**config.mk**
```make
export PLATFORM = sky130hd
export DESIGN_NAME = sdram_slot_arbiter_flat
export DESIGN_NICKNAME = d
export VERILOG_FILES = /design/src/rtl/sdram_slot_arbiter_if.sv /design/src/rtl/sdram_slot_arbiter.sv /design/src/flat_wrapper.sv
export SDC_FILE = /design/constraint.sdc
export NUM_CORES = 1
export LEC_CHECK = 0
export CAP_MARGIN = 20
export CORE_MARGIN = 2
export CORE_UTILIZATION = 46
export CTS_BUF_LIST = sky130_fd_sc_hd__clkbuf_2 sky130_fd_sc_hd__clkbuf_4 sky130_fd_sc_hd__clkbuf_8
export DETAILED_ROUTE_END_ITERATION = 8
export PLACE_DENSITY = 0.95
export SYNTH_ARGS = -nofsm -noshare
export SYNTH_HDL_FRONTEND = slang
export SYNTH_SLANG_ARGS = --single-unit
```
**constraint.sdc**
```tcl
create_clock -name clk -period 4 [get_ports clk]
set_input_delay 0.4 -clock clk [delete_from_list [all_inputs] [get_ports clk]]
set_output_delay 0.4 -clock clk [all_outputs]
set_load 0.01 [all_outputs]
```
**src/rtl/sdram_slot_arbiter_if.sv**
```systemverilog
// Signal bundle between the CPU/video requesters, the slot arbiter and the SDRAM controller request port.
// The arbiter connects through the slave modport; the surrounding system uses master.
interface sdram_slot_arbiter_if;
    logic        clkref;

    logic [24:0] cpu_addr;
    logic [15:0] cpu_din;
    logic        cpu_uds;
    logic        cpu_lds;
    logic        cpu_rd;
    logic        cpu_wr;
    logic [15:0] cpu_dout;
    logic        cpu_ack;

    logic [24:0] vid_addr;
    logic        vid_req;
    logic [15:0] vid_dout;
    logic        vid_ack;

    logic [24:0] ram_addr;
    logic [15:0] ram_din;
    logic        ram_uds;
    logic        ram_lds;
    logic        ram_oe;
    logic        ram_we;
    logic [15:0] ram_dout;

    modport master (
        output clkref, cpu_addr, cpu_din, cpu_uds, cpu_lds, cpu_rd, cpu_wr,
               vid_addr, vid_req, ram_dout,
        input  cpu_dout, cpu_ack, vid_dout, vid_ack,
               ram_addr, ram_din, ram_uds, ram_lds, ram_oe, ram_we
    );

    modport slave (
        input  clkref, cpu_addr, cpu_din, cpu_uds, cpu_lds, cpu_rd, cpu_wr,
               vid_addr, vid_req, ram_dout,
        output cpu_dout, cpu_ack, vid_dout, vid_ack,
               ram_addr, ram_din, ram_uds, ram_lds, ram_oe, ram_we
    );
endinterface

```
**src/rtl/sdram_slot_arbiter.sv**
```systemverilog
// Slot arbiter: hands each clkref-long SDRAM slot to video, CPU or nobody (refresh).
// Define SDRAM_ARB_REFRESH_EN to force an idle slot after REFRESH_SLOTS consecutive granted slots.
module sdram_slot_arbiter #(
    parameter int REFRESH_SLOTS = 8
) (
    input  logic                clk,
    input  logic                reset_n,
    sdram_slot_arbiter_if.slave bus
);
    typedef enum logic [1:0] {
        OWN_IDLE,
        OWN_VID,
        OWN_CPU_RD,
        OWN_CPU_WR
    } owner_t;

    owner_t      r_owner;
    owner_t      w_ownerNext;
    logic [2:0]  r_ph;
    logic [2:0]  w_phNext;
    logic        w_boundary;
    logic        w_forceIdle;
    logic [24:0] r_ramAddr;
    logic [15:0] r_ramDin;
    logic        r_ramUds;
    logic        r_ramLds;
    logic        r_ramOe;
    logic        r_ramWe;
    logic [15:0] r_cpuDout;
    logic [15:0] r_vidDout;
    logic        r_cpuAck;
    logic        r_vidAck;

    // Phase parks at 7 while clkref is high and at 0 while it is low, tracking the controller's counter.
    always_comb begin
        w_phNext = r_ph + 3'd1;
        if ((bus.clkref && r_ph == 3'd7) || (!bus.clkref && r_ph == 3'd0))
            w_phNext = r_ph;
    end

    assign w_boundary = (r_ph == 3'd7) && !bus.clkref;

`ifdef SDRAM_ARB_REFRESH_EN
    localparam logic [7:0] LP_LIMIT = 8'(REFRESH_SLOTS);

    logic [7:0] r_busyCnt;

    assign w_forceIdle = (r_busyCnt == LP_LIMIT);

    always_ff @(posedge clk) begin
        if (!reset_n) begin
            r_busyCnt <= '0;
        end else if (w_boundary) begin
            if (w_ownerNext == OWN_IDLE)
                r_busyCnt <= '0;
            else if (r_busyCnt != LP_LIMIT)
                r_busyCnt <= r_busyCnt + 8'd1;
        end
    end
`else
    assign w_forceIdle = 1'b0;
`endif

    always_ff @(posedge clk) begin
        if (!reset_n)
            r_owner <= OWN_IDLE;
        else if (w_boundary)
            r_owner <= w_ownerNext;
    end

    // The port finishing at this boundary sits out this grant so its stale request is not served twice.
    always_comb begin
        w_ownerNext = OWN_IDLE;
        if (!w_forceIdle) begin
            if (bus.vid_req && r_owner != OWN_VID)
                w_ownerNext = OWN_VID;
            else if ((bus.cpu_rd || bus.cpu_wr) && r_owner != OWN_CPU_RD && r_owner != OWN_CPU_WR)
                w_ownerNext = bus.cpu_wr ? OWN_CPU_WR : OWN_CPU_RD;
        end
    end

    always_ff @(posedge clk) begin
        if (!reset_n) begin
            r_ph      <= 3'd7;
            r_ramAddr <= '0;
            r_ramDin  <= '0;
            r_ramUds  <= 1'b0;
            r_ramLds  <= 1'b0;
            r_ramOe   <= 1'b0;
            r_ramWe   <= 1'b0;
            r_cpuDout <= '0;
            r_vidDout <= '0;
            r_cpuAck  <= 1'b0;
            r_vidAck  <= 1'b0;
        end else begin
            r_ph     <= w_phNext;
            r_cpuAck <= 1'b0;
            r_vidAck <= 1'b0;
            if (w_boundary) begin
                case (r_owner)
                    OWN_VID: begin
                        r_vidDout <= bus.ram_dout;
                        r_vidAck  <= 1'b1;
                    end
                    OWN_CPU_RD: begin
                        r_cpuDout <= bus.ram_dout;
                        r_cpuAck  <= 1'b1;
                    end
                    OWN_CPU_WR: r_cpuAck <= 1'b1;
                    default: ;
                endcase
                case (w_ownerNext)
                    OWN_VID: begin
                        r_ramAddr <= bus.vid_addr;
                        r_ramUds  <= 1'b1;
                        r_ramLds  <= 1'b1;
                        r_ramOe   <= 1'b1;
                        r_ramWe   <= 1'b0;
                    end
                    OWN_CPU_RD, OWN_CPU_WR: begin
                        r_ramAddr <= bus.cpu_addr;
                        r_ramDin  <= bus.cpu_din;
                        r_ramUds  <= bus.cpu_uds;
                        r_ramLds  <= bus.cpu_lds;
                        r_ramOe   <= bus.cpu_rd & ~bus.cpu_wr;
                        r_ramWe   <= bus.cpu_wr;
                    end
                    default: begin
                        r_ramUds <= 1'b0;
                        r_ramLds <= 1'b0;
                        r_ramOe  <= 1'b0;
                        r_ramWe  <= 1'b0;
                    end
                endcase
            end
        end
    end

    assign bus.ram_addr = r_ramAddr;
    assign bus.ram_din  = r_ramDin;
    assign bus.ram_uds  = r_ramUds;
    assign bus.ram_lds  = r_ramLds;
    assign bus.ram_oe   = r_ramOe;
    assign bus.ram_we   = r_ramWe;
    assign bus.cpu_dout = r_cpuDout;
    assign bus.cpu_ack  = r_cpuAck;
    assign bus.vid_dout = r_vidDout;
    assign bus.vid_ack  = r_vidAck;
endmodule
```
**src/flat_wrapper.sv**
```systemverilog
// flat-port wrapper written by rule: the top's interface ports become plain ports
module sdram_slot_arbiter_flat 
#(
    parameter int REFRESH_SLOTS = 8
)
  (clk, reset_n, bus_clkref, bus_cpu_addr, bus_cpu_din, bus_cpu_uds, bus_cpu_lds, bus_cpu_rd, bus_cpu_wr, bus_vid_addr, bus_vid_req, bus_ram_dout, bus_cpu_dout, bus_cpu_ack, bus_vid_dout, bus_vid_ack, bus_ram_addr, bus_ram_din, bus_ram_uds, bus_ram_lds, bus_ram_oe, bus_ram_we);
  sdram_slot_arbiter_if bus_i ();
  input  logic clk;
  input  logic reset_n;
  input wire logic [$bits(bus_i.clkref)-1:0] bus_clkref;
  input wire logic [$bits(bus_i.cpu_addr)-1:0] bus_cpu_addr;
  input wire logic [$bits(bus_i.cpu_din)-1:0] bus_cpu_din;
  input wire logic [$bits(bus_i.cpu_uds)-1:0] bus_cpu_uds;
  input wire logic [$bits(bus_i.cpu_lds)-1:0] bus_cpu_lds;
  input wire logic [$bits(bus_i.cpu_rd)-1:0] bus_cpu_rd;
  input wire logic [$bits(bus_i.cpu_wr)-1:0] bus_cpu_wr;
  input wire logic [$bits(bus_i.vid_addr)-1:0] bus_vid_addr;
  input wire logic [$bits(bus_i.vid_req)-1:0] bus_vid_req;
  input wire logic [$bits(bus_i.ram_dout)-1:0] bus_ram_dout;
  output wire logic [$bits(bus_i.cpu_dout)-1:0] bus_cpu_dout;
  output wire logic [$bits(bus_i.cpu_ack)-1:0] bus_cpu_ack;
  output wire logic [$bits(bus_i.vid_dout)-1:0] bus_vid_dout;
  output wire logic [$bits(bus_i.vid_ack)-1:0] bus_vid_ack;
  output wire logic [$bits(bus_i.ram_addr)-1:0] bus_ram_addr;
  output wire logic [$bits(bus_i.ram_din)-1:0] bus_ram_din;
  output wire logic [$bits(bus_i.ram_uds)-1:0] bus_ram_uds;
  output wire logic [$bits(bus_i.ram_lds)-1:0] bus_ram_lds;
  output wire logic [$bits(bus_i.ram_oe)-1:0] bus_ram_oe;
  output wire logic [$bits(bus_i.ram_we)-1:0] bus_ram_we;
  assign bus_i.clkref = bus_clkref;
  assign bus_i.cpu_addr = bus_cpu_addr;
  assign bus_i.cpu_din = bus_cpu_din;
  assign bus_i.cpu_uds = bus_cpu_uds;
  assign bus_i.cpu_lds = bus_cpu_lds;
  assign bus_i.cpu_rd = bus_cpu_rd;
  assign bus_i.cpu_wr = bus_cpu_wr;
  assign bus_i.vid_addr = bus_vid_addr;
  assign bus_i.vid_req = bus_vid_req;
  assign bus_i.ram_dout = bus_ram_dout;
  assign bus_cpu_dout = bus_i.cpu_dout;
  assign bus_cpu_ack = bus_i.cpu_ack;
  assign bus_vid_dout = bus_i.vid_dout;
  assign bus_vid_ack = bus_i.vid_ack;
  assign bus_ram_addr = bus_i.ram_addr;
  assign bus_ram_din = bus_i.ram_din;
  assign bus_ram_uds = bus_i.ram_uds;
  assign bus_ram_lds = bus_i.ram_lds;
  assign bus_ram_oe = bus_i.ram_oe;
  assign bus_ram_we = bus_i.ram_we;
  sdram_slot_arbiter #(.REFRESH_SLOTS(REFRESH_SLOTS)) u_core (.clk(clk), .reset_n(reset_n), .bus(bus_i));
endmodule
```
==> results.md, run 1 <==
* Post-route DRC at 0
* Worst hold path endpoint: u_core.bus.ram_din[6]$_SDFFE_PN0P_
* Post-CTS Resized at 0
* Worst path arrival time at about 2.7 ns
* R2r setup slk at about 1.5 ns
* Clock sink count at 84
* Cell Chain, Critical Path: ha_1 -> ha_1 -> nor2b_2 -> nand3_1 -> nand2_1 -> a21boi_0
* Hold Path Depth at 2
* Worst reg2reg endpoint: u_core.bus.ram_din[2]$_SDFFE_PN0P_
* Total negative slack at 0 ns
* Seq. cell area at between 1500 and 2000 sq um
* Design Area, Final at about 5500 sq um
* CTS tree: built
* Initial antenna violation count at 0
* Core ar. at around 7600 sq um
* Sequential area share after synthesis at 0.469
* Die area at between 8000 and 9000 sq um
* Worst hold path type: reg -> reg
* Vias per cell at around 5.4
* Insertion delay of the later-clocked pin in the worst-skew pair at 0.34 ns
* Setup crit end kind: flop
* # hold bufs at CTS at 0
* Number of synthesized register bits at 84
* Syn Area/Cell at roughly 8.6 sq um
* Cts bufs inserted at 9
* Top-area cell type share of the netlist area at 0.469
* Placer Congestion at slightly above 0.8
* CP dominant cell by count: ha_1
* Clk root buf: clkbuf_8
* Critical path's slowest cell: nand3_1
* Setup crit start: u_core.r_ph[1]$_SDFFE_PN1N_
* CP peak stage delay at 0.67 ns
* Row count at 32
* Number of global-route vias before repair at approximately 3400
* Synth Cell Area at around 3600 sq um
* Pwr Density at between 400 and 500 nW/um^2
* Die width at 92.3 microns
* Crit-path max FO at 18
* Element type at the critical path start: flop
* Utilization after layout at 0.715
* GRT Overall Usage at 0.238
* Synthesis-to-layout area growth at 52.4%
* HPWL after DPL at 7480 microns
* # Post-CTS Setup Buffers at 0
* Status: finished, final reports clean
* Antenna-violating nets left at 0
* Routed len/inst at around 15 microns
* P_leak at approximately 2.1 nW
* Setup violators final at 0
* Share of layout cells above drive strength 1 at 0.0490
* Initial core utilization at 0.469
* Via count at between 3000 and 4000
* Unrepaired setup endpoints after global routing: no
* Die Y at a little over 90 microns
* Longest Clk Path Bufs at 2
* Post-DP Area at 5260 sq um
* Synth area leader: dfxtp_1
* Nets@finish at 659
* Hold path start: u_core.bus.ram_din[6]$_SDFFE_PN0P_
* CTS clock-pin slew for the worst setup and hold paths at 0.09 ns
* Max Slew Vio Count at 0
* Mapped Cells at approximately 420
* First drt pass iteration count at 5
* Top post-synthesis cells by area: dfxtp_1 (47%), nand2_1 (11%), a21boi_0 (10%)
* Final number of hold-violating endpoints at 0
* Syn. warnings at 0
* Tmin final at roughly 2.5 ns
* Number of DRC markers in iteration 0 at roughly 160
* Port Buf Inserts at approximately 170
* Crit Path Class: reg -> reg
* Multi-input combinational cell area at ~1700 sq um
* First-pass GRT wire length at around 16000 microns
* Max-Slew Margin vs Limit at 0.304
* Inserted Diodes at 0
* R2R Path Start: u_core.r_ph[1]$_SDFFE_PN1N_
* H-tree depth at 3
* Syn nets at between 500 and 600
* Period utilization at 0.625
* Largest net degree at the start of global routing at 65
* Fin Clk Skew at ~0.013 ns
* Filler cell count at between 500 and 600
* IO Count at roughly 170
* Unique masters post-synth at 31
* Fmax at 400 MHz
* Routed WL at roughly 10000 microns
* Max_cap viols at 0
* Worst Path Required at approximately 4.2 ns
* Tightest Pin Transition at slightly above 1 ns
* Grt ovf at 0
* Worst reg2reg path depth at 6
* Worst VDD drop at about 0.00025 V
* Hold Slack at about 0.47 ns
cell usage after synthesis:
library cell  number
clkbuf_1          20
mux2i_1            1
a22oi_1            1
clkbuf_2           2
a21boi_0          50
nand3_1           26
buf_1              1
o211a_1           25
and2_4             1
nand2_1          106
o21ai_0           31
ha_1               3
nand2b_1           4
a21oi_1            6
inv_1              2
buf_2              8
xnor2_1            1
nor2b_1            5
nand3b_1           1
o21ba_1            1
nor3_4             1
and3_1             2
a21o_1             1
nor3b_2            1
dfxtp_1           84
buf_4              2
nor2_1             1
buf_6              4
or3b_2             1
nand4_1           25
o21bai_1           1
cell type report:
cell class,count,area share
flip-flops and latches,84,0.307
clock buffers,13,0.0293
repair buffers,174,0.317
multi-input cells,295,0.313
well taps,102,0.0233
clock inverters,3,0.00846
inverters,2,0.00137
power by group:
| part | internal, mW | switching (mW) |
|---|---|---|
| registers | 0.967 | 0.0833 |
| clock network | 0.329 | 0.296 |
| logic | 0.434 | 0.418 |
registers in the layout, indices dropped and copies added (netlist names):
signal / flops
u_core.bus.cpu_ack: 1
u_core.bus.cpu_dout: 16
u_core.bus.ram_addr: 25
u_core.bus.ram_din: 16
u_core.bus.ram_lds: 1
u_core.bus.ram_oe: 1
u_core.bus.ram_uds: 1
u_core.bus.ram_we: 1
u_core.bus.vid_ack: 1
u_core.bus.vid_dout: 16
u_core.r_owner: 2
u_core.r_ph: 3
cells in the final DEF, fill, tap and decap left out, types with 2 or more instances in the layout:
cell type and count:
inv_1 2, a21boi_0 50, clkbuf_4 3, buf_4 5, clkdlybuf4s50_1 167, ha_1 3, clkbuf_8 10, nand2_1 106
a21oi_1 6, nor2b_1 4, o21ai_0 31, o211a_1 25, nand2b_1 4, and3_1 2, nand3_1 26, dfxtp_1 84
nand4_1 25
stage by stage:
stage                     std cells  power, mW  worst slack [ns]
after floorplan                 418       1.52              2.29
after global placement          656       1.88              1.48
after detailed placement        657       1.91              1.35
after CTS                       673       2.53              1.50
after global routing            673       2.66              1.20
final                           673       2.53              1.50
per-layer routing:
layer,track usage,up-vias,share of wire
li1,-,1747,-
met1,0.290,1717,0.42
met2,0.409,168,0.48
met3,0.0504,23,0.069
met4,0.0945,0,0.029
met5,0,-,0
critical path, delay by kind of cell (launching register included):
| family | cells | cell delay (ns) |
|---|---|---|
| AOI/OAI and AO/OA | 1 | 0.10 |
| and+or+nand+nor | 3 | 1.52 |
| DFF | 1 | 0.36 |
| adders and majority gates | 2 | 0.38 |
worst max-delay path by stage:
stage / end / cells after the start
final: u_core.bus.ram_din[2]$_SDFFE_PN0P_ / 6
after global routing: u_core.bus.ram_din[15]$_SDFFE_PN0P_ / 6
after CTS: u_core.bus.ram_din[7]$_SDFFE_PN0P_ / 6
after detailed placement: u_core.bus.ram_din[9]$_SDFFE_PN0P_ / 5
after global placement: u_core.bus.ram_din[12]$_SDFFE_PN0P_ / 5
after floorplan: u_core.bus.cpu_dout[10]$_SDFFE_PN0P_ / 8
logic make-up (layout without fill, tap and decap cells):
group,after synthesis,after routing,synth area share
flops,84,84,0.469
mux,1,1,0.00279
simple gates,174,174,0.226
fa+ha+maj,3,3,0.0105
buf+inv,39,192,0.0547
xor+xnor,1,1,0.00244
compound gates,116,116,0.235
Note: power is estimated with default switching activity, not from simulation.
==> run 2: changes to the inputs <==
--- a/config.mk
+++ b/config.mk
@@ -7,10 +7,10 @@
 export LEC_CHECK = 0
 export CAP_MARGIN = 20
 export CORE_MARGIN = 2
-export CORE_UTILIZATION = 46
+export CORE_UTILIZATION = 42
 export CTS_BUF_LIST = sky130_fd_sc_hd__clkbuf_2 sky130_fd_sc_hd__clkbuf_4 sky130_fd_sc_hd__clkbuf_8
 export DETAILED_ROUTE_END_ITERATION = 8
-export PLACE_DENSITY = 0.95
+export PLACE_DENSITY = 0.91
 export SYNTH_ARGS = -nofsm -noshare
 export SYNTH_HDL_FRONTEND = slang
 export SYNTH_SLANG_ARGS = --single-unit
==> constraint.sdc (replaced) <==
create_clock -name clk -period 2.6 [get_ports clk]
set_input_delay 0.26 -clock clk [delete_from_list [all_inputs] [get_ports clk]]
set_output_delay 0.26 -clock clk [all_outputs]
set_load 0.01 [all_outputs]
==> run 2 against run 1 <==
Compared with the run above:
- core utilization decreased by 4.6 points
- hold slack worse by 0.025 ns
- clock skew about the same
- routed wire length is 0.87% higher
- sequential cell count stayed put
- first-iteration DRC count shrank 7.5%
- non-clock buffer count up 3
- register-to-register slack got worse by 1.2 ns
- global-route usage fell by 1.6 points
- cell count up 0.89%
- setup slack worse by 1.2 ns
- critical path type unchanged
- highest routed layer unchanged
==> results.md, run 2 (synthesis gave the netlist of run 1 again) <==
* # hold bufs at CTS at 0 (unchanged)
* Tightest Pin Transition at 0.740 ns (-0.300 ns)
* H-tree depth at 3 (unchanged)
* Routed len/inst at 15.5 microns (about the same)
* Placed cell count at 663 (+0.91%)
* Post-route DRC at 0 (unchanged)
* Via count at 3639 (-0.44%)
* CTS clock-pin slew for the worst setup and hold paths at 0.09 ns (about the same)
* First-pass GRT wire length at 16200 microns (-0.76%)
* Initial core utilization at 0.435 (-0.0347)
* R2R Path Start: u_core.r_ph[1]$_SDFFE_PN1N_
* Port Buf Inserts at 168 (unchanged)
* Cts bufs inserted at 9 (unchanged)
* Die width at 96.4 microns (+4.5%)
* Placer Congestion at 0.754 (-9.3%)
* Number of DRC markers in iteration 0 at 147 (-7.5%)
* Worst path arrival time at 2.52 ns (-0.19 ns)
* Post-DP Area at 5300 sq um (+0.74%)
* Largest net degree at the start of global routing at 44 (-32%)
* Crit-path max FO at 17 (-1)
* Filler cell count at 671 (+22%)
* Number of global-route vias before repair at 3476 (+1.7%)
* Fin Clk Skew at 0.0129 ns (+0.000219 ns)
* Largest register FFs at 25 (unchanged)
* Row count at 33 (+3.1%)
* CTS tree: built
* Fmax at 436 MHz (+9.0%)
* Worst VDD drop at 0.000382 V (+55%)
* Longest Clk Path Bufs at 2 (unchanged)
* Grt ovf at 0 (unchanged)
* Element type at the critical path start: flop
* R2r setup slk at 0.31 ns (-1.19 ns)
* Worst reg2reg endpoint: u_core.bus.ram_din[12]$_SDFFE_PN0P_
* Core ar. at 8260 sq um (+8.0%)
* Crit Path Class: reg -> reg
* Post-Layout Cell Count at 679 (+0.89%)
* Period utilization at 0.882 (+0.257)
* Synthesis-to-layout area growth at 54.0%
* GRT Overall Usage at 0.222 (-0.0156)
* Worst reg2reg path depth at 6 (unchanged)
* Design Area, Final at 5530 sq um (+1.1%)
* Insertion delay of the later-clocked pin in the worst-skew pair at 0.34 ns (about the same)
* Die area at 9300 sq um (+9.1%)
* Clock sink count at 84 (unchanged)
* Unrepaired setup endpoints after global routing: no
* Die Y at 96.4 microns (+4.5%)
* Setup violators final at 0 (unchanged)
* Hold Path Depth at 2 (unchanged)
* Initial antenna violation count at 0 (unchanged)
* Pwr Density at 718 nW/um^2 (+55%)
* Nets@finish at 662 (+0.46%)
* Utilization after layout at 0.669 (-0.0459)
* Hold Slack at 0.440 ns (-0.0255 ns)
* Total negative slack at 0 ns (unchanged)
* Most frequent cells in the layout: clkdlybuf4s50_1 (167), nand2_1 (106), dfxtp_1 (84), a21boi_0 (50), o21ai_0 (31)
* Vias per cell at 5.36 (-1.3%)
* Post-CTS Resized at 0 (unchanged)
* Commonest non-fill, non-tap cell in the layout: clkdlybuf4s50_1
* Max-Slew Margin vs Limit at 0.507 (+0.202)
* Worst Path Required at 2.83 ns (-1.39 ns)
* Inserted Diodes at 0 (unchanged)
* Share of layout cells above drive strength 1 at 0.0540 (+0.00497)
* IO Count at 169 (unchanged)
* Routed WL at 10500 microns (+0.87%)
* Final number of hold-violating endpoints at 0 (unchanged)
* Max_cap viols at 0 (unchanged)
* Hold path start: reset_n
* Max Slew Vio Count at 0 (unchanged)
* Setup crit end kind: flop
* Worst hold path type: in -> reg
* # Post-CTS Setup Buffers at 0 (unchanged)
* HPWL after DPL at 7630 microns (+2.1%)
* Worst hold path endpoint: u_core.r_ph[0]$_SDFFE_PN1N_
* Clk root buf: clkbuf_8
* First drt pass iteration count at 5 (unchanged)
* Antenna-violating nets left at 0 (unchanged)
* Status: finished, final reports clean
* Tmin final at 2.29 ns (-0.206 ns)
* P_leak at 2.18 nW (+1.4%)
run 2: how the worst max path moves through the flow:
| stage | start | depth (start not counted) | to | slack, ns |
|---|---|---|---|---|
| floorplan | u_core.r_ph[0]$_SDFFE_PN1N_ | 8 | u_core.bus.cpu_dout[10]$_SDFFE_PN0P_ | 0.89 |
| global placement | bus_clkref | 5 | u_core.bus.ram_din[5]$_SDFFE_PN0P_ | 0.41 |
| detailed placement | bus_clkref | 5 | u_core.bus.ram_din[12]$_SDFFE_PN0P_ | 0.30 |
| CTS | u_core.r_ph[1]$_SDFFE_PN1N_ | 6 | u_core.bus.ram_din[12]$_SDFFE_PN0P_ | 0.32 |
| global route | u_core.r_ph[1]$_SDFFE_PN1N_ | 6 | u_core.bus.ram_din[15]$_SDFFE_PN0P_ | 0.11 |
| finish | u_core.r_ph[1]$_SDFFE_PN1N_ | 6 | u_core.bus.ram_din[12]$_SDFFE_PN0P_ | 0.31 |
run 2: per-stage QoR:
| stage | power (mW) | setup slack [ns] |
|---|---|---|
| after global placement | 2.92 | 0.408 |
| final | 3.97 | 0.308 |
| after detailed placement | 2.97 | 0.298 |
| after CTS | 3.99 | 0.320 |
| after floorplan | 2.33 | 0.894 |
| after global routing | 4.18 | 0.108 |
run 2: cell type report:
class	instances	area, sq um	area share
inverters	2	7.51	0.00136
well taps	105	131	0.0238
repair buffers	177	1770	0.320
flip-flops and latches	84	1680	0.304
clock buffers	10	138	0.0249
multi-input cells	295	1710	0.310
clock inverters	6	87.6	0.0158
run 2: critical path: stages, from the launching register on:
cell      delay [ns]
dfxtp_1         0.37
ha_1            0.16
ha_1            0.21
nor2b_2         0.50
nand3_1         0.60
nand2_1         0.24
a21boi_0        0.10
run 2: layer usage:
| metal | share of wire | vias up | GRT usage |
|---|---|---|---|
| met1 | 0.41 | 1702 | 0.268 |
| met3 | 0.083 | 19 | 0.0465 |
| met4 | 0.023 | 0 | 0.0986 |
| met2 | 0.49 | 161 | 0.382 |
| li1 | - | 1757 | - |
| met5 | 0 | - | 0 |
run 2: report_power, final:
group,leakage [nW],total (mW),switching [mW],internal [mW]
registers,0.683,1.61,0.123,1.49
clock network,0.116,1.02,0.456,0.567
logic,1.38,1.33,0.649,0.685
total,2.18,3.97,1.23,2.74
==> run 3: changes to the inputs <==
--- a/config.mk
+++ b/config.mk
@@ -9,6 +9,7 @@
 export CORE_MARGIN = 2
 export CORE_UTILIZATION = 42
 export CTS_BUF_LIST = sky130_fd_sc_hd__clkbuf_2 sky130_fd_sc_hd__clkbuf_4 sky130_fd_sc_hd__clkbuf_8
+export CTS_CLUSTER_DIAMETER = 200
 export DETAILED_ROUTE_END_ITERATION = 8
 export PLACE_DENSITY = 0.91
 export SYNTH_ARGS = -nofsm -noshare
==> results of run 3 <==
No change in the layout: final DEF, timing and power equal those of run 2.
